**src/rtl/lcd_ctrl_pkg.sv**
```systemverilog
`default_nettype none
// ============================================================================
//  Module      : lcd_ctrl_pkg
//  Description : Shared definitions for the HD44780-style LCD write
//                controller: FSM state type, LCD register bit positions,
//                power-on init command ROM and command classification.
//  Revision    : 1.0 - initial release
// ============================================================================
package lcd_ctrl_pkg;

    typedef enum logic [2:0] {
        ST_IDLE  = 3'd0,
        ST_SETUP = 3'd1,
        ST_PULSE = 3'd2,
        ST_HOLD  = 3'd3,
        ST_WAIT  = 3'd4,
        ST_INIT  = 3'd5
    } lcd_state_t;

    // Bit positions inside the memory-mapped LCD register
    localparam int c_BIT_ON   = 31;
    localparam int c_BIT_TGL  = 10;
    localparam int c_BIT_RS   = 9;
    localparam int c_DATA_MSB = 7;
    localparam int c_DATA_LSB = 0;

    // Init sequence, issued in order from byte 0:
    // function set 8-bit/2-line, display on, clear, entry mode increment
    localparam int          c_INIT_CNT = 4;
    localparam logic [31:0] c_INIT_ROM = {8'h06, 8'h01, 8'h0C, 8'h38};

    function automatic logic [7:0] init_cmd(input logic [1:0] idx);
        return c_INIT_ROM[{idx, 3'b000} +: 8];
    endfunction

    // Clear display (0x01) and return home (0x02/0x03) need the long wait
    function automatic logic is_long_cmd(input logic rs, input logic [7:0] data);
        return (!rs) && (data[7:2] == 6'd0);
    endfunction

endpackage
`default_nettype wire

```
**src/rtl/lcd_ctrl_timer.sv**
```systemverilog
`default_nettype none
// ============================================================================
//  Module      : lcd_timer
//  Description : Loadable down-counter with zero flag. Loading takes priority;
//                otherwise the count decrements and stops at zero.
//  Ports       : i_clk, i_rst_n (async active-low), i_load, i_load_val,
//                o_zero (count is zero)
//  Revision    : 1.0 - initial release
// ============================================================================
module lcd_timer #(
    parameter int WIDTH = 8
) (
    input  logic             i_clk,
    input  logic             i_rst_n,
    input  logic             i_load,
    input  logic [WIDTH-1:0] i_load_val,
    output logic             o_zero
);

    logic [WIDTH-1:0] r_cnt;

    always_ff @(posedge i_clk or negedge i_rst_n) begin
        if (!i_rst_n) begin
            r_cnt <= '0;
        end else if (i_load) begin
            r_cnt <= i_load_val;
        end else if (r_cnt != '0) begin
            r_cnt <= r_cnt - WIDTH'(1);
        end
    end

    assign o_zero = (r_cnt == '0);

endmodule
`default_nettype wire

```
**src/rtl/lcd_ctrl.sv**
```systemverilog
`default_nettype none
// ============================================================================
//  Module      : lcd_ctrl
//  Description : Turns software LCD register writes into HD44780-style
//                parallel write cycles (setup, EN pulse, hold, execution
//                wait) with a one-deep pending request slot.
//  Config      : LCD_INIT_EN - when defined, the controller autonomously
//                issues the init sequence 0x38, 0x0C, 0x01, 0x06 after reset.
//  Ports       : i_clk, i_rst_n (async active-low)
//                i_lcd_reg  [31] ON, [10] request toggle, [9] RS, [7:0] DATA
//                i_clr_ovr  clears the sticky overrun flag
//                o_busy, o_done_tgl, o_overrun, o_lcd_on    status
//                o_lcd_rs, o_lcd_rw, o_lcd_en, o_lcd_data   LCD bus
//  Revision    : 1.0 - initial release
// ============================================================================
module lcd_ctrl
    import lcd_ctrl_pkg::*;
#(
    parameter int SETUP_CYC     = 2,
    parameter int EN_CYC        = 12,
    parameter int HOLD_CYC      = 2,
    parameter int WAIT_CYC      = 2000,
    parameter int LONG_WAIT_CYC = 82000
) (
    input  logic        i_clk,
    input  logic        i_rst_n,
    input  logic [31:0] i_lcd_reg,
    input  logic        i_clr_ovr,
    output logic        o_busy,
    output logic        o_done_tgl,
    output logic        o_overrun,
    output logic        o_lcd_on,
    output logic        o_lcd_rs,
    output logic        o_lcd_rw,
    output logic        o_lcd_en,
    output logic [7:0]  o_lcd_data
);

    // One counter serves every state, so size it for the longest duration
    localparam int c_MAX_A = (SETUP_CYC > EN_CYC)   ? SETUP_CYC : EN_CYC;
    localparam int c_MAX_B = (c_MAX_A > HOLD_CYC)   ? c_MAX_A   : HOLD_CYC;
    localparam int c_MAX_C = (c_MAX_B > WAIT_CYC)   ? c_MAX_B   : WAIT_CYC;
    localparam int c_MAX   = (c_MAX_C > LONG_WAIT_CYC) ? c_MAX_C : LONG_WAIT_CYC;
    localparam int c_CNT_W = $clog2(c_MAX) + 1;

    // A state lasting N cycles loads N-1 on entry and exits on zero
    localparam logic [c_CNT_W-1:0] c_LD_SETUP = c_CNT_W'(SETUP_CYC - 1);
    localparam logic [c_CNT_W-1:0] c_LD_EN    = c_CNT_W'(EN_CYC - 1);
    localparam logic [c_CNT_W-1:0] c_LD_HOLD  = c_CNT_W'(HOLD_CYC - 1);
    localparam logic [c_CNT_W-1:0] c_LD_WAIT  = c_CNT_W'(WAIT_CYC - 1);
    localparam logic [c_CNT_W-1:0] c_LD_LONG  = c_CNT_W'(LONG_WAIT_CYC - 1);
    localparam logic [1:0]         c_INIT_LAST = 2'(c_INIT_CNT - 1);

`ifdef LCD_INIT_EN
    localparam lcd_state_t c_RST_STATE = ST_INIT;
`else
    localparam lcd_state_t c_RST_STATE = ST_IDLE;
`endif

    lcd_state_t          r_state;
    lcd_state_t          w_state_nxt;
    logic                r_last_tgl;
    logic                r_slot_full;
    logic                r_slot_rs;
    logic [7:0]          r_slot_data;
    logic                r_lcd_rs;
    logic [7:0]          r_lcd_data;
    logic                r_lcd_en;
    logic                r_done_tgl;
    logic                r_overrun;
    logic                r_lcd_on;

    logic                w_req;
    logic                w_take;
    logic                w_launch_init;
    logic                w_finish;
    logic                w_load;
    logic [c_CNT_W-1:0]  w_load_val;
    logic                w_zero;
    logic                w_in_init;
    logic                w_init_more;
    logic [7:0]          w_init_cmd;
    logic                w_unused_bits;

    assign w_unused_bits = &{1'b0, i_lcd_reg[30:11], i_lcd_reg[8]};

    assign w_req = (i_lcd_reg[c_BIT_TGL] != r_last_tgl);

    lcd_timer #(
        .WIDTH      (c_CNT_W)
    ) u_timer (
        .i_clk      (i_clk),
        .i_rst_n    (i_rst_n),
        .i_load     (w_load),
        .i_load_val (w_load_val),
        .o_zero     (w_zero)
    );

`ifdef LCD_INIT_EN
    logic       r_init_active;
    logic [1:0] r_init_idx;

    always_ff @(posedge i_clk or negedge i_rst_n) begin
        if (!i_rst_n) begin
            r_init_active <= 1'b1;
            r_init_idx    <= 2'd0;
        end else if (w_finish && r_init_active) begin
            if (r_init_idx == c_INIT_LAST) begin
                r_init_active <= 1'b0;
            end else begin
                r_init_idx <= r_init_idx + 2'd1;
            end
        end
    end

    assign w_in_init   = r_init_active;
    assign w_init_more = r_init_active && (r_init_idx != c_INIT_LAST);
    assign w_init_cmd  = init_cmd(r_init_idx);
`else
    assign w_in_init   = 1'b0;
    assign w_init_more = 1'b0;
    assign w_init_cmd  = 8'h00;
`endif

    always_comb begin
        w_state_nxt   = r_state;
        w_take        = 1'b0;
        w_launch_init = 1'b0;
        w_finish      = 1'b0;
        w_load        = 1'b0;
        w_load_val    = '0;
        case (r_state)
            ST_IDLE: begin
                if (r_slot_full) begin
                    w_state_nxt = ST_SETUP;
                    w_take      = 1'b1;
                    w_load      = 1'b1;
                    w_load_val  = c_LD_SETUP;
                end
            end
            ST_INIT: begin
                w_state_nxt   = ST_SETUP;
                w_launch_init = 1'b1;
                w_load        = 1'b1;
                w_load_val    = c_LD_SETUP;
            end
            ST_SETUP: begin
                if (w_zero) begin
                    w_state_nxt = ST_PULSE;
                    w_load      = 1'b1;
                    w_load_val  = c_LD_EN;
                end
            end
            ST_PULSE: begin
                if (w_zero) begin
                    w_state_nxt = ST_HOLD;
                    w_load      = 1'b1;
                    w_load_val  = c_LD_HOLD;
                end
            end
            ST_HOLD: begin
                if (w_zero) begin
                    w_state_nxt = ST_WAIT;
                    w_load      = 1'b1;
                    // Classification uses the command already on the bus
                    w_load_val  = is_long_cmd(r_lcd_rs, r_lcd_data) ? c_LD_LONG : c_LD_WAIT;
                end
            end
            ST_WAIT: begin
                if (w_zero) begin
                    w_finish    = 1'b1;
                    w_state_nxt = w_init_more ? ST_INIT : ST_IDLE;
                end
            end
            default: begin
                w_state_nxt = ST_IDLE;
            end
        endcase
    end

    always_ff @(posedge i_clk or negedge i_rst_n) begin
        if (!i_rst_n) begin
            r_state     <= c_RST_STATE;
            r_last_tgl  <= 1'b0;
            r_slot_full <= 1'b0;
            r_slot_rs   <= 1'b0;
            r_slot_data <= 8'h00;
            r_lcd_rs    <= 1'b0;
            r_lcd_data  <= 8'h00;
            r_lcd_en    <= 1'b0;
            r_done_tgl  <= 1'b0;
            r_overrun   <= 1'b0;
            r_lcd_on    <= 1'b0;
        end else begin
            r_state  <= w_state_nxt;
            r_lcd_on <= i_lcd_reg[c_BIT_ON];
            // EN is a registered decode of the next state so it is glitch-free
            r_lcd_en <= (w_state_nxt == ST_PULSE);

            // A new request always lands in the slot; a take on the same
            // edge has already moved the old contents out
            if (w_req) begin
                r_last_tgl  <= i_lcd_reg[c_BIT_TGL];
                r_slot_full <= 1'b1;
                r_slot_rs   <= i_lcd_reg[c_BIT_RS];
                r_slot_data <= i_lcd_reg[c_DATA_MSB:c_DATA_LSB];
            end else if (w_take) begin
                r_slot_full <= 1'b0;
            end

            if (w_take) begin
                r_lcd_rs   <= r_slot_rs;
                r_lcd_data <= r_slot_data;
            end else if (w_launch_init) begin
                r_lcd_rs   <= 1'b0;
                r_lcd_data <= w_init_cmd;
            end

            if (w_finish && !w_in_init) begin
                r_done_tgl <= ~r_done_tgl;
            end

            // Overwriting a still-pending request loses it; that beats a clear
            if (w_req && r_slot_full && !w_take) begin
                r_overrun <= 1'b1;
            end else if (i_clr_ovr) begin
                r_overrun <= 1'b0;
            end
        end
    end

    assign o_busy     = (r_state != ST_IDLE) | r_slot_full;
    assign o_done_tgl = r_done_tgl;
    assign o_overrun  = r_overrun;
    assign o_lcd_on   = r_lcd_on;
    assign o_lcd_rs   = r_lcd_rs;
    assign o_lcd_rw   = 1'b0;
    assign o_lcd_en   = r_lcd_en;
    assign o_lcd_data = r_lcd_data;

endmodule
`default_nettype wire

```
**config.mk**
```make
export PLATFORM = sky130hd
export DESIGN_NAME = lcd_ctrl
export DESIGN_NICKNAME = d
export VERILOG_FILES = /design/src/rtl/lcd_ctrl_pkg.sv /design/src/rtl/lcd_ctrl_timer.sv /design/src/rtl/lcd_ctrl.sv
export SDC_FILE = /design/constraint.sdc
export NUM_CORES = 1
export LEC_CHECK = 0
export ABC_CLOCK_PERIOD_IN_PS = 4000
export CAP_MARGIN = 40
export CORE_MARGIN = 3
export CORE_UTILIZATION = 25
export CTS_CLUSTER_SIZE = 30
export DETAILED_ROUTE_END_ITERATION = 8
export PLACE_DENSITY = 0.44
export SETUP_SLACK_MARGIN = 0.4
export SLEW_MARGIN = 30
export SYNTH_ARGS = -nofsm -noshare
export SYNTH_HDL_FRONTEND = slang
export SYNTH_HIERARCHICAL = 1
export SYNTH_SLANG_ARGS = --single-unit
export TNS_END_PERCENT = 100
```
**constraint.sdc**
```tcl
create_clock -name i_clk -period 4 [get_ports i_clk]
set_input_delay 1.2 -clock i_clk [delete_from_list [all_inputs] [get_ports i_clk]]
set_output_delay 1.2 -clock i_clk [all_outputs]
set_load 0.02 [all_outputs]
```
* Yosys cells after proc, flatten, opt, wreduce, memory -nomap -nowiden
Index checks and enable logic that the tools add are counted.
** Storage, ports and cells
- Output and inout port bits :: 15
- Logic and storage cells :: 65
- Bits of input ports :: 35
- Flip-flop bits (word level) :: 45
** Operators by class
- Bitwise logic cells :: 2
- Muxes and demuxes :: 28
- Add/sub/neg operators :: 1
- Equal/unequal tests :: 7
- Reduce and logical (&&, ||, !) cells :: 15
** Operators by type and width (count)
- case mux 17 bit (5 select lines) :: 1
- two-way mux 18 bit :: 2
- two-way mux 17 bit :: 2
- zero test 18 bit :: 1
- case mux 3 bit (6 select lines) :: 1
- nonzero test 18 bit :: 1
- subtractor 18 x 1 -> 18 bit, second input constant :: 1
- two-way mux 8 bit :: 2
- two-way mux 3 bit :: 5
- two-way mux 1 bit :: 13
- equality test 3 x 2 -> 1 bit, second input constant :: 3
- nonzero test 2 bit :: 4
- equality test 3 bit, second input constant :: 2
- zero test 6 bit :: 1
- two-way mux 4 bit :: 1
- equality test 3 x 1 -> 1 bit, second input constant :: 1
- logical AND 1 bit :: 3
- zero test 3 bit :: 1
- case mux 1 bit (3 select lines) :: 1
- nonzero test 3 bit :: 1
- OR reduction 3 bit :: 1
- zero test 1 bit :: 2
- inequality test 1 bit :: 1
- inverter 1 bit :: 1
- OR 1 bit :: 1

* Longest topological paths before layout
Gate-level depths: netlist of the first run.
- Depth after elaboration :: 6
- Gate-level depth with buffers :: 11
- Mapped depth without buffers :: 9

* Cells and area by module
The synthesis of the first run kept the hierarchy.
** Modules (own cells, without submodules)
- lcd_ctrl :: area each 1237.4 um^2, sequential area each 675.6 um^2, instances 1, cells each 119
- lcd_timer :: area each 1141.1 um^2, sequential area each 450.4 um^2, instances 1, cells each 127

* Least setup slack after synthesis of the first run
No wires, ideal clock.
- Path kind :: flip-flop to flip-flop
- From :: register u_timer.r_cnt[16]
- To :: register u_timer.r_cnt[8]
- Setup time :: 79 ps
- Clock period less this slack :: 2830 ps
- Data required time :: 3921 ps
- Stages on the path, launching flop included :: 11
- Arrival :: 2750 ps
- Path slack :: 1170 ps
- Path buffers :: 3
- Path through :: dfrtp_1 nor4_1 nand4_1 nor2_2 nand2b_1 o21ai_0 clkbuf_1 clkbuf_1 clkbuf_1 a21oi_1 a2bb2oi_1
** Between the ends
- Word-level cells in the longest chain between the ends :: 4
- Elaborated cells on any way between the ends :: 8
- Classes of those cells :: mux: 5; reduce/logical: 3
** RTL lines
- start: declaration :: line lcd_ctrl_timer.sv:20 : logic [WIDTH-1:0] r_cnt;
- start signal: assignment :: line lcd_ctrl_timer.sv:26 : r_cnt <= i_load_val;
- start signal: assignment :: line lcd_ctrl_timer.sv:28 : r_cnt <= r_cnt - WIDTH'(1);
- zero test 18 bit * :: line lcd_ctrl_timer.sv:32 : assign o_zero = (r_cnt == '0);
- via w_zero :: line lcd_ctrl.sv:79 : logic w_zero;
- two-way mux 1 bit * :: line lcd_ctrl.sv:148, lcd_ctrl.sv:155, lcd_ctrl.sv:162
- case mux 1 bit (3 select lines) * :: line lcd_ctrl.sv:132 : case (r_state)
- via w_load :: line lcd_ctrl.sv:77 : logic w_load;
- two-way mux 18 bit / nonzero test 2 bit (equally long branches)
Mark *: on every way through the listed nets, which the timed path passes. The rest lies on a longest branch.
A chain may end at the register's enable or synchronous reset.

* Final worst setup path of the first run
- From :: register r_state[0]
- To :: output port o_busy
** Between the ends
- Word-level cells in the longest chain between the ends :: 2
** RTL lines
- start: declaration :: line lcd_ctrl.sv:60 : lcd_state_t r_state;
- start signal: assignment :: line lcd_ctrl.sv:183 : r_state <= c_RST_STATE;
- start signal: assignment :: line lcd_ctrl.sv:195 : r_state <= w_state_nxt;
- nonzero test 3 bit :: line lcd_ctrl.sv:232 : assign o_busy = (r_state != ST_IDLE) | r_slot_full;
- OR 1 bit :: line lcd_ctrl.sv:232
- end: declaration :: line lcd_ctrl.sv:29 : output logic o_busy,
No other way between the ends.

==> impl_metrics.tcl, run 1 <==
set metrics [dict create \
    start_util_pct 26.5 \
    crit_required_ps 2800 \
    cts_sinks 45 \
    arrival_ps 2010 \
    cts_tree "done" \
    fin_skew_ps 11.9 \
    grt_start_max_net_pins 46 \
    fmax_ghz 0.312 \
    clk_latency_ps 300 \
    ctsHtreeMaxLevel 2 \
    path_depth 2 \
    ant_nets 0 \
    final_nets 313 \
    slowest_stage "dfrtp_1" \
    yosys.area_share.adder_pct 0.526 \
    drt_iter0_drc 75 \
    wl_um 5600 \
    nFillCells 959 \
    firstDrtPassIters 4 \
    hp-class "reg -> reg" \
    io_buffers 27 \
    syn_to_final_growth_pct 21.7 \
    rows 34 \
    status "finished clean" \
    crit_path_start "r_state[0]$_DFF_PN0_" \
    vias_per_cell 4.66 \
    synthCells 246 \
    cp_max_fo 19 \
    ys_ff_latch 45 \
    synth_cell_type_count 53 \
    yosysSeqAreaShare_pct 47.3 \
    period_share_pct 80.2 \
    grt_overflow 0 \
    synth_mux_area_share_pct 0.842 \
    grt_pass1_vias 2024 \
    hold_violations 0 \
    power-per-cell-area_nw_per_um2 455 \
    cts_max_path_buffers 2 \
    cts_setup_buffers 0 \
    vias 1883 \
    fin_ws_ps 791 \
    die_area_sq_um 10700 \
    setup.worst_path.end "o_busy" \
    path_clk_slew_ps 90 \
    cap_viol_max_count 0 \
    grt_pass1_wl_um 9890 \
    multi_input_area_sq_um 1170 \
    slew_headroom_pct 57.7 \
    end_kind "output port" \
    drc 0 \
    grt_setup_unrepaired "false" \
    crit_chain "or4_4, clkdlybuf4s50_1" \
    ff2ff_path_depth 8 \
    routedWlPerCell_um 13.9 \
    ys.flop_type "dfrtp_1" \
    syn-mean-instance-area_sq_um 9.67 \
    netlist_area_sq_um 2380 \
    synth_top_family_by_area "simple AND/OR/NAND/NOR gates" \
    dp_worst_setup_slack_ps 1100 \
    synth-simple-area-share_pct 22.6 \
    holdWs_ps 478 \
    synth_edf_count 0 \
    critPathKind "reg -> out" \
    fp.dieW_um 104 \
    crit_path_start_kind "register" \
    setup_tns_ps 0 \
    place_hpwl_um 3730 \
    worstPathBufferInverterCount 1 \
    ctsResizeCount 0 \
    crit_family "flip-flops" \
    timing.final.crit_period_ps 3210 \
    cp_slowest_stage_delay_ps 600 \
    slew_violations 0 \
    ff_latch_area_sq_um 1130 \
    fp.dieH_um 104 \
    finalSetupViolations 0 \
    synth_compound_area_share_pct 19.4 \
    r2r_slack_ps 980 \
    core-area_sq_um 8980 \
    synth-xor-area-share_pct 4.05 \
    num_io_pins 50 \
    grt.total_usage_pct 11.0 \
    yosysWarningCount 6 \
    tightest_slew_ps 628 \
    ir_drop_mv 0.131 \
    r2r_start "u_timer/r_cnt[16]$_DFFE_PN0P_" \
    cts_root_buffer "clkbuf_8" \
    r2r_end "u_timer/r_cnt[15]$_DFFE_PN0P_" \
    cts_buffers 5 \
    postCtsHoldBufs 0 \
    antenna_cells 0 \
    gp_congestion 0.713 \
    antenna_found_initial 0 \
    leakage_nw 1.18 \
    drive_gt1_share_pct 7.91 \
    async_reset_ff_share_pct 100 \
]
==> flip-flops by register name (all words and copies together) (netlist names), 3 cells and up <==
register and cells:
r_slot_data 8, o_lcd_data 8, u_timer/r_cnt 18, r_state 3
==> where the power goes <==
part,internal [W],switching (W)
logic,0.000152,0.000164
clock network,0.000188,0.000165
registers,0.000547,0.000100
total,0.000887,0.000429
==> how the worst min path moves through the flow <==
stage | to | cells after the start | from
5_1_grt | r_slot_data[1]$_DFFE_PN0N_ | 2 | r_slot_data[1]$_DFFE_PN0N_
6_report | r_slot_data[4]$_DFFE_PN0N_ | 2 | r_slot_data[4]$_DFFE_PN0N_
2_1_floorplan | r_slot_data[1]$_DFFE_PN0N_ | 2 | r_slot_data[1]$_DFFE_PN0N_
3_3_place_gp | r_slot_data[1]$_DFFE_PN0N_ | 2 | r_slot_data[1]$_DFFE_PN0N_
4_1_cts | r_slot_data[1]$_DFFE_PN0N_ | 2 | r_slot_data[1]$_DFFE_PN0N_
3_5_place_dp | r_slot_data[1]$_DFFE_PN0N_ | 2 | r_slot_data[1]$_DFFE_PN0N_
==> cell type report <==
cell class | count | area share (%)
clock inverter | 2 | 1.34
multi-input combinational | 184 | 40.4
timing repair buffer | 30 | 10.0
sequential | 45 | 38.9
tap | 126 | 5.45
clock buffer | 6 | 2.51
inverter | 11 | 1.43
==> cell usage in the layout (no fill, tap or decap), types with 2 or more instances in the layout <==
cell type,count
nand2b_1,4
inv_1,10
a22oi_1,9
nor3_1,6
conb_1,8
xnor2_1,3
a21oi_1,10
nand2_1,46
mux2i_1,2
a2111oi_1,2
nand4_1,3
buf_4,4
o2bb2ai_1,9
nor4_1,5
or3_1,3
o21ai_0,4
and3_1,3
clkdlybuf4s50_1,26
dfrtp_1,45
nand3_1,4
nor2_1,11
o211a_1,2
nor3_2,3
clkbuf_8,5
xor2_1,7
o31ai_1,13
==> metrics by stage <==
step           total power, W  util (%)  area (sq um)  std cells
2_1_floorplan        0.000854         -          2400        253
3_3_place_gp         0.000970      30.9          2770        396
3_5_place_dp         0.000974      30.9          2780        396
4_1_cts               0.00134      32.2          2890        404
5_1_grt               0.00141      32.3          2900        404
6_report              0.00132      32.3          2900        404
==> synthesized netlist by cell type (all sizes together) (2+ instances only) <==
cell     number  area share (%)
o21ai         5             1.1
o2bb2ai       9             3.3
mux2i         2            0.84
nand2        46             7.3
nand2b        4             1.1
a22oi         9             2.8
a21oi        10             2.1
nand3         4            0.84
nand4         3            0.79
dfrtp        45              47
o211a         2            0.84
a2111oi       2            0.84
clkbuf        7             1.1
or3           3            0.79
inv          10             1.6
buf           6             2.3
nor3          9             2.5
nor2         12             2.0
and3          3            0.79
xor2          7             2.6
o31ai        13             4.1
nor3b         2             1.1
xnor2         4             1.5
nor4          6             2.2
==> worst register-to-register path: cells and delay by family (launching register included) <==
kind / cells / cell delay [ps]
compound gates: 3 / 750
flops: 1 / 430
buf+inv: 1 / 300
simple gates: 4 / 1420
==> routing by layer <==
layer  share of wire, %  up-vias  global-route usage, %
met3                3.8        7                   2.67
met1                 50      907                   14.5
met4                1.1        0                   3.04
met2                 45       35                   18.0
li1                   -      934                      -
met5                  0        -                      0
==> cell families after synthesis <==
| kind of cell | count (synthesis) |
|---|---|
| AO/OA/AOI/OAI | 61 |
| XOR/XNOR | 11 |
| adder cells (fa/ha/maj) | 1 |
| buffers and inverters | 24 |
| flip-flops | 45 |
| multiplexers | 2 |
| other | 1 |
| AND/OR/NAND/NOR | 101 |
No activity file was read; power rests on OpenSTA's default activity.
==> run 2, diff against run 1 <==
--- a/config.mk
+++ b/config.mk
@@ -5,7 +5,7 @@
 export SDC_FILE = /design/constraint.sdc
 export NUM_CORES = 1
 export LEC_CHECK = 0
-export ABC_CLOCK_PERIOD_IN_PS = 4000
+export ABC_CLOCK_PERIOD_IN_PS = 3010
 export CAP_MARGIN = 40
 export CORE_MARGIN = 3
 export CORE_UTILIZATION = 25
==> constraint.sdc (replaced) <==
create_clock -name i_clk -period 3.01 [get_ports i_clk]
set_input_delay 0.903 -clock i_clk [delete_from_list [all_inputs] [get_ports i_clk]]
set_output_delay 0.903 -clock i_clk [all_outputs]
set_load 0.02 [all_outputs]
==> impl_metrics.tcl, run 2 (synthesis gave the netlist of run 1 again) <==
set metrics [dict create \
    status "finished clean" \
    firstDrtPassIters 4 \
    critPathKind "reg -> out" \
    grt_overflow 0 \
    vias_per_cell 4.62 \
    cts_sinks 45 \
    routedWlPerCell_um 13.8 \
    fin_ws_ps 559 \
    grt_setup_unrepaired "false" \
    slew_headroom_pct 55.7 \
    cap_viol_max_count 0 \
    hp-class "reg -> reg" \
    drc 0 \
    tightest_slew_ps 662 \
    arrival_ps 1550 \
    power-per-cell-area_nw_per_um2 566 \
    grt_start_max_net_pins 23 \
    r2r_start "u_timer/r_cnt[16]$_DFFE_PN0P_" \
    dp_worst_setup_slack_ps 471 \
    cts_root_buffer "clkbuf_8" \
    cp_slowest_stage_delay_ps 520 \
    grt_pass1_wl_um 9760 \
    clk_latency_ps 300 \
    core-area_sq_um 8980 \
    start_util_pct 26.5 \
    slowest_stage "or4_4" \
    min_path_cells 1 \
    wl_um 5760 \
    drive_gt1_share_pct 12.1 \
    ir_drop_mv 0.189 \
    die_area_sq_um 10700 \
    vias 1921 \
    r2r_end "u_timer/r_cnt[17]$_DFFE_PN0P_" \
    finalPower_w 0.00169 \
    fp.dieW_um 104 \
    cts_tree "done" \
    largest_reg_flops 18 \
    cp_max_fo 2 \
    r2r_slack_ps 610 \
    nFillCells 956 \
    end_kind "output port" \
    crit_path_start_kind "register" \
    final_cell_mix "46 x nand2_1, 45 x dfrtp_1, 25 x clkdlybuf4s50_1" \
    grt_pass1_vias 1930 \
    slew_violations 0 \
    final_nets 325 \
    grt.total_usage_pct 10.9 \
    drt_iter0_drc 49 \
    hp-start "o_done_tgl$_DFFE_PN0P_" \
    period_share_pct 81.4 \
    antenna_cells 0 \
    io_buffers 27 \
    place_hpwl_um 4140 \
    cts_max_path_buffers 2 \
    postCtsHoldBufs 0 \
    ctsHtreeMaxLevel 2 \
    layout_commonest_cell "nand2_1" \
    gp_congestion 0.677 \
    timing.final.crit_period_ps 2450 \
    syn_to_final_growth_pct 25.6 \
    min_to "o_done_tgl$_DFFE_PN0P_" \
    finalSetupViolations 0 \
    crit_chain "or4_4, dlygate4sd2_1" \
    fp.dieH_um 104 \
    ant_nets 0 \
    crit_required_ps 2110 \
    num_io_pins 50 \
    antenna_found_initial 0 \
    setup_tns_ps 0 \
    max_flop_register "u_timer/r_cnt" \
    leakage_nw 1.22 \
    rows 34 \
    postLayoutCoreUtil_pct 33.3 \
    fmax_ghz 0.408 \
    fin_skew_ps 9.15 \
    hold_violations 0 \
    ff2ff_path_depth 8 \
    path_clk_slew_ps 80 \
    cts_buffers 5 \
]
[run 2: changes by cell type in the layout (fill, tap and decap cells not counted), sizes merged]
cell           change
buf               +12
bufinv             -1
clkdlybuf4s50      -1
clkinv             -2
clkinvlp           +2
dlygate4sd2        +1
inv                +1
[run 2: final cells by class]
| type | instances | area (sq um) | share of cell area, % |
|---|---|---|---|
| multi-input combinational | 184 | 1190 | 39.8 |
| sequential | 45 | 1130 | 37.7 |
| timing repair buffer | 42 | 387 | 12.9 |
| tap | 126 | 158 | 5.28 |
| clock buffer | 6 | 72.6 | 2.43 |
| inverter | 11 | 41.3 | 1.38 |
| clock inverter | 2 | 15.0 | 0.503 |
[run 2: report_power, final]
part	switching (W)	internal [W]
Sequential	0.000145	0.000727
Clock	0.000219	0.000164
Combinational	0.000220	0.000214
[run 2: routing by layer]
layer / share of wire [%] / track usage, % / wire [um]
met5: 0 / 0 / 0
met4: 0.76 / 2.28 / 44
met3: 3.8 / 2.49 / 217
met2: 45 / 17.0 / 2560
met1: 51 / 15.4 / 2930
[run 2: per-stage QoR]
stage	instances	hold slack, ps	cell area, sq um
after global routing	416	491	2990
final	416	470	2990
after CTS	415	476	2960
after floorplan	253	439	2420
after global placement	406	453	2870
after detailed placement	407	461	2880
[run 2: timing repair]
item / CTS / global route
buffers inserted: 0 / 1
resized for setup: 1 / 3
pin swaps: 0 / 1
setup endpoints to repair: 1 / 3
[run 2: worst max path at each step]
stage                               endpoint                          start  cells after the start  slack [ps]
2_1_floorplan  u_timer/r_cnt[15]$_DFFE_PN0P_  u_timer/r_cnt[16]$_DFFE_PN0P_                      9         370
3_3_place_gp   u_timer/r_cnt[15]$_DFFE_PN0P_  u_timer/r_cnt[16]$_DFFE_PN0P_                      8         460
3_5_place_dp   u_timer/r_cnt[15]$_DFFE_PN0P_  u_timer/r_cnt[16]$_DFFE_PN0P_                      8         470
4_1_cts        u_timer/r_cnt[15]$_DFFE_PN0P_  u_timer/r_cnt[16]$_DFFE_PN0P_                      8         440
5_1_grt        u_timer/r_cnt[17]$_DFFE_PN0P_  u_timer/r_cnt[16]$_DFFE_PN0P_                      8         440
6_report                              o_busy           r_state[2]$_DFF_PN0_                      2         560
[run 2: worst max-delay path: cells and delay by family, from the launching register on]
family	cells	cell delay (ps)
AND/OR/NAND/NOR	1	520
buffers and inverters	1	330
flip-flops	1	400
==> run 3, diff against run 2 <==
--- a/config.mk
+++ b/config.mk
@@ -5,7 +5,7 @@
 export SDC_FILE = /design/constraint.sdc
 export NUM_CORES = 1
 export LEC_CHECK = 0
-export ABC_CLOCK_PERIOD_IN_PS = 3010
+export ABC_CLOCK_PERIOD_IN_PS = 2300
 export CAP_MARGIN = 40
 export CORE_MARGIN = 3
 export CORE_UTILIZATION = 25
==> constraint.sdc (replaced) <==
create_clock -name i_clk -period 2.3 [get_ports i_clk]
set_input_delay 0.69 -clock i_clk [delete_from_list [all_inputs] [get_ports i_clk]]
set_output_delay 0.69 -clock i_clk [all_outputs]
set_load 0.02 [all_outputs]
==> impl_metrics.tcl, run 3 (synthesis gave the netlist of run 1 again) <==
set metrics [dict create \
    status "finished clean" \
    grt_pass1_wl_um 10100 \
    grt_start_max_net_pins 22 \
    r2r_end "u_timer/r_cnt[16]$_DFFE_PN0P_" \
    clk_latency_ps 300 \
    drc 0 \
    vias 1964 \
    nFillCells 918 \
    fin_skew_ps 8.46 \
    wl_met1_um 2920 \
    cts_tree "done" \
    path_clk_slew_ps 90 \
    grt_pass1_vias 2032 \
    crit_chain "nor4_4, nand4_1, nor2_4, nand2b_1, o21ai_2, buf_12, clkinv_8, o311a_1, a221o_1" \
    place_hpwl_um 4200 \
    clock_power_share_pct 26.1 \
    tightest_slew_ps 586 \
    end_kind "register" \
    hold_violations 0 \
    fp.dieW_um 104 \
    final_cells 436 \
    die_area_sq_um 10700 \
    power.internal_w 0.00159 \
    ff2ff_path_depth 9 \
    core-area_sq_um 8980 \
    ant_nets 0 \
    gp_congestion 0.722 \
    max_flop_register "u_timer/r_cnt" \
    wl_met3_um 225 \
    vias_per_cell 4.50 \
    maxUsedRoutingLayer "met4" \
    finalSetupViolations 0 \
    cp_max_fo 8 \
    fmax_ghz 0.478 \
    leakage_nw 1.43 \
    grt_setup_unrepaired "true" \
    ctsHtreeMaxLevel 2 \
    crit_required_ps 2490 \
    routedWlPerCell_um 13.8 \
    seqPwrFrac_pct 47.3 \
    arrival_ps 2280 \
    antenna_found_initial 0 \
    cp_slowest_stage_delay_ps 420 \
    antenna_cells 0 \
    period_share_pct 91.0 \
    switching_share_pct 33.2 \
    ir_drop_mv 0.267 \
    drive_gt1_share_pct 25.2 \
    io_buffers 27 \
    setup_tns_ps 0 \
    wl_um 6030 \
    cap_viol_max_count 0 \
    r2r_slack_ps 210 \
    largest_reg_flops 18 \
    hp-class "in -> async" \
    final_cell_mix "44 x nand2_1, 44 x dfrtp_1, 25 x buf_4" \
    slew_headroom_pct 60.6 \
    r2r_start "u_timer/r_cnt[16]$_DFFE_PN0P_" \
    cts_buffers 5 \
    cts_root_buffer "clkbuf_8" \
    firstDrtPassIters 4 \
    met2_length_um 2820 \
    p_sw_w 0.000791 \
    start_util_pct 26.5 \
    stdcell_area_sq_um 3340 \
    grt.total_usage_pct 11.4 \
    post-place-cells 413 \
    fp.dieH_um 104 \
    p_comb_share_pct 26.6 \
    postCtsHoldBufs 0 \
    timing.final.crit_period_ps 2090 \
    final_nets 345 \
    cts_sinks 45 \
    num_io_pins 50 \
    crit_path_start_kind "register" \
    power-per-cell-area_nw_per_um2 714 \
    cts_max_path_buffers 2 \
    syn_to_final_growth_pct 40.3 \
    critPathKind "reg -> reg" \
    place_area_sq_um 2950 \
    slowest_stage "dfrtp_1" \
    rows 34 \
    slew_violations 0 \
    grt_overflow 0 \
    drt_iter0_drc 30 \
]
run 3: cell types whose count changed in the layout (fill, tap and decap cells not counted), sizes merged:
cell           delta
buf              +20
clkdlybuf4s50    -13
dlygate4sd2      +12
clkinv            +2
bufinv            +1
clkinvlp          -1
inv               -1
run 3: per-layer routing:
metal	vias to the layer above	GRT usage [%]
met2	42	18.6
li1	1000	-
met3	7	2.55
met4	0	2.85
met1	915	15.4
met5	-	0
run 3: critical path: cells and delay by family, from the launching register on:
| kind | cells | cell delay, ps |
|---|---|---|
| AO/OA/AOI/OAI | 3 | 560 |
| buffers and inverters | 2 | 230 |
| flip-flops | 1 | 420 |
| AND/OR/NAND/NOR | 4 | 780 |
run 3: worst max-delay path by stage:
stage                                   from  slack, ps  depth (start not counted)                       endpoint
6_report       u_timer/r_cnt[16]$_DFFE_PN0P_        210                          9  u_timer/r_cnt[16]$_DFFE_PN0P_
5_1_grt        u_timer/r_cnt[16]$_DFFE_PN0P_         70                          9  u_timer/r_cnt[15]$_DFFE_PN0P_
4_1_cts        u_timer/r_cnt[16]$_DFFE_PN0P_        200                          8  u_timer/r_cnt[17]$_DFFE_PN0P_
3_5_place_dp   u_timer/r_cnt[13]$_DFFE_PN0P_        120                          9  u_timer/r_cnt[16]$_DFFE_PN0P_
2_1_floorplan  u_timer/r_cnt[15]$_DFFE_PN0P_         20                          9  u_timer/r_cnt[16]$_DFFE_PN0P_
3_3_place_gp                   i_lcd_reg[10]         10                          3          o_overrun$_DFFE_PN0P_
run 3: area by class of cell:
class                      instances  area, sq um  area share, %
clock buffer                       5         68.8           2.06
clock inverter                     3         46.3           1.39
inverter                          11         53.8           1.61
multi-input combinational        184         1300           39.1
sequential                        45         1130           33.8
tap                              126          158           4.72
timing repair buffer              62          579           17.4
run 3: metrics by stage:
stage	hold slack (ps)	total power [W]	setup WS [ps]	util (%)
floorplan	394	0.00151	20.5	-
global placement	456	0.00176	12.9	32.8
detailed placement	461	0.00177	116	32.9
CTS	360	0.00241	200	35.5
global route	380	0.00256	73.5	37.2
finish	342	0.00238	207	37.2
run 3: what timing repair did:
action                                  4_1_cts  5_1_grt
endpoints found under the setup margin       33       23
pin swaps                                     6        9
gates resized for setup                      31       25
cloned                                        0        1
buffers inserted                             11        3
run 3: power groups by stage:
| stage | Sequential, W | Combinational (W) | Clock, W |
|---|---|---|---|
| CTS | 0.00113 | 0.000629 | 0.000649 |
| finish | 0.00113 | 0.000634 | 0.000620 |
| detailed placement | 0.00114 | 0.000621 | 0 |
| global route | 0.00116 | 0.000709 | 0.000682 |
| floorplan | 0.00115 | 0.000363 | 0 |
| global placement | 0.00114 | 0.000617 | 0 |
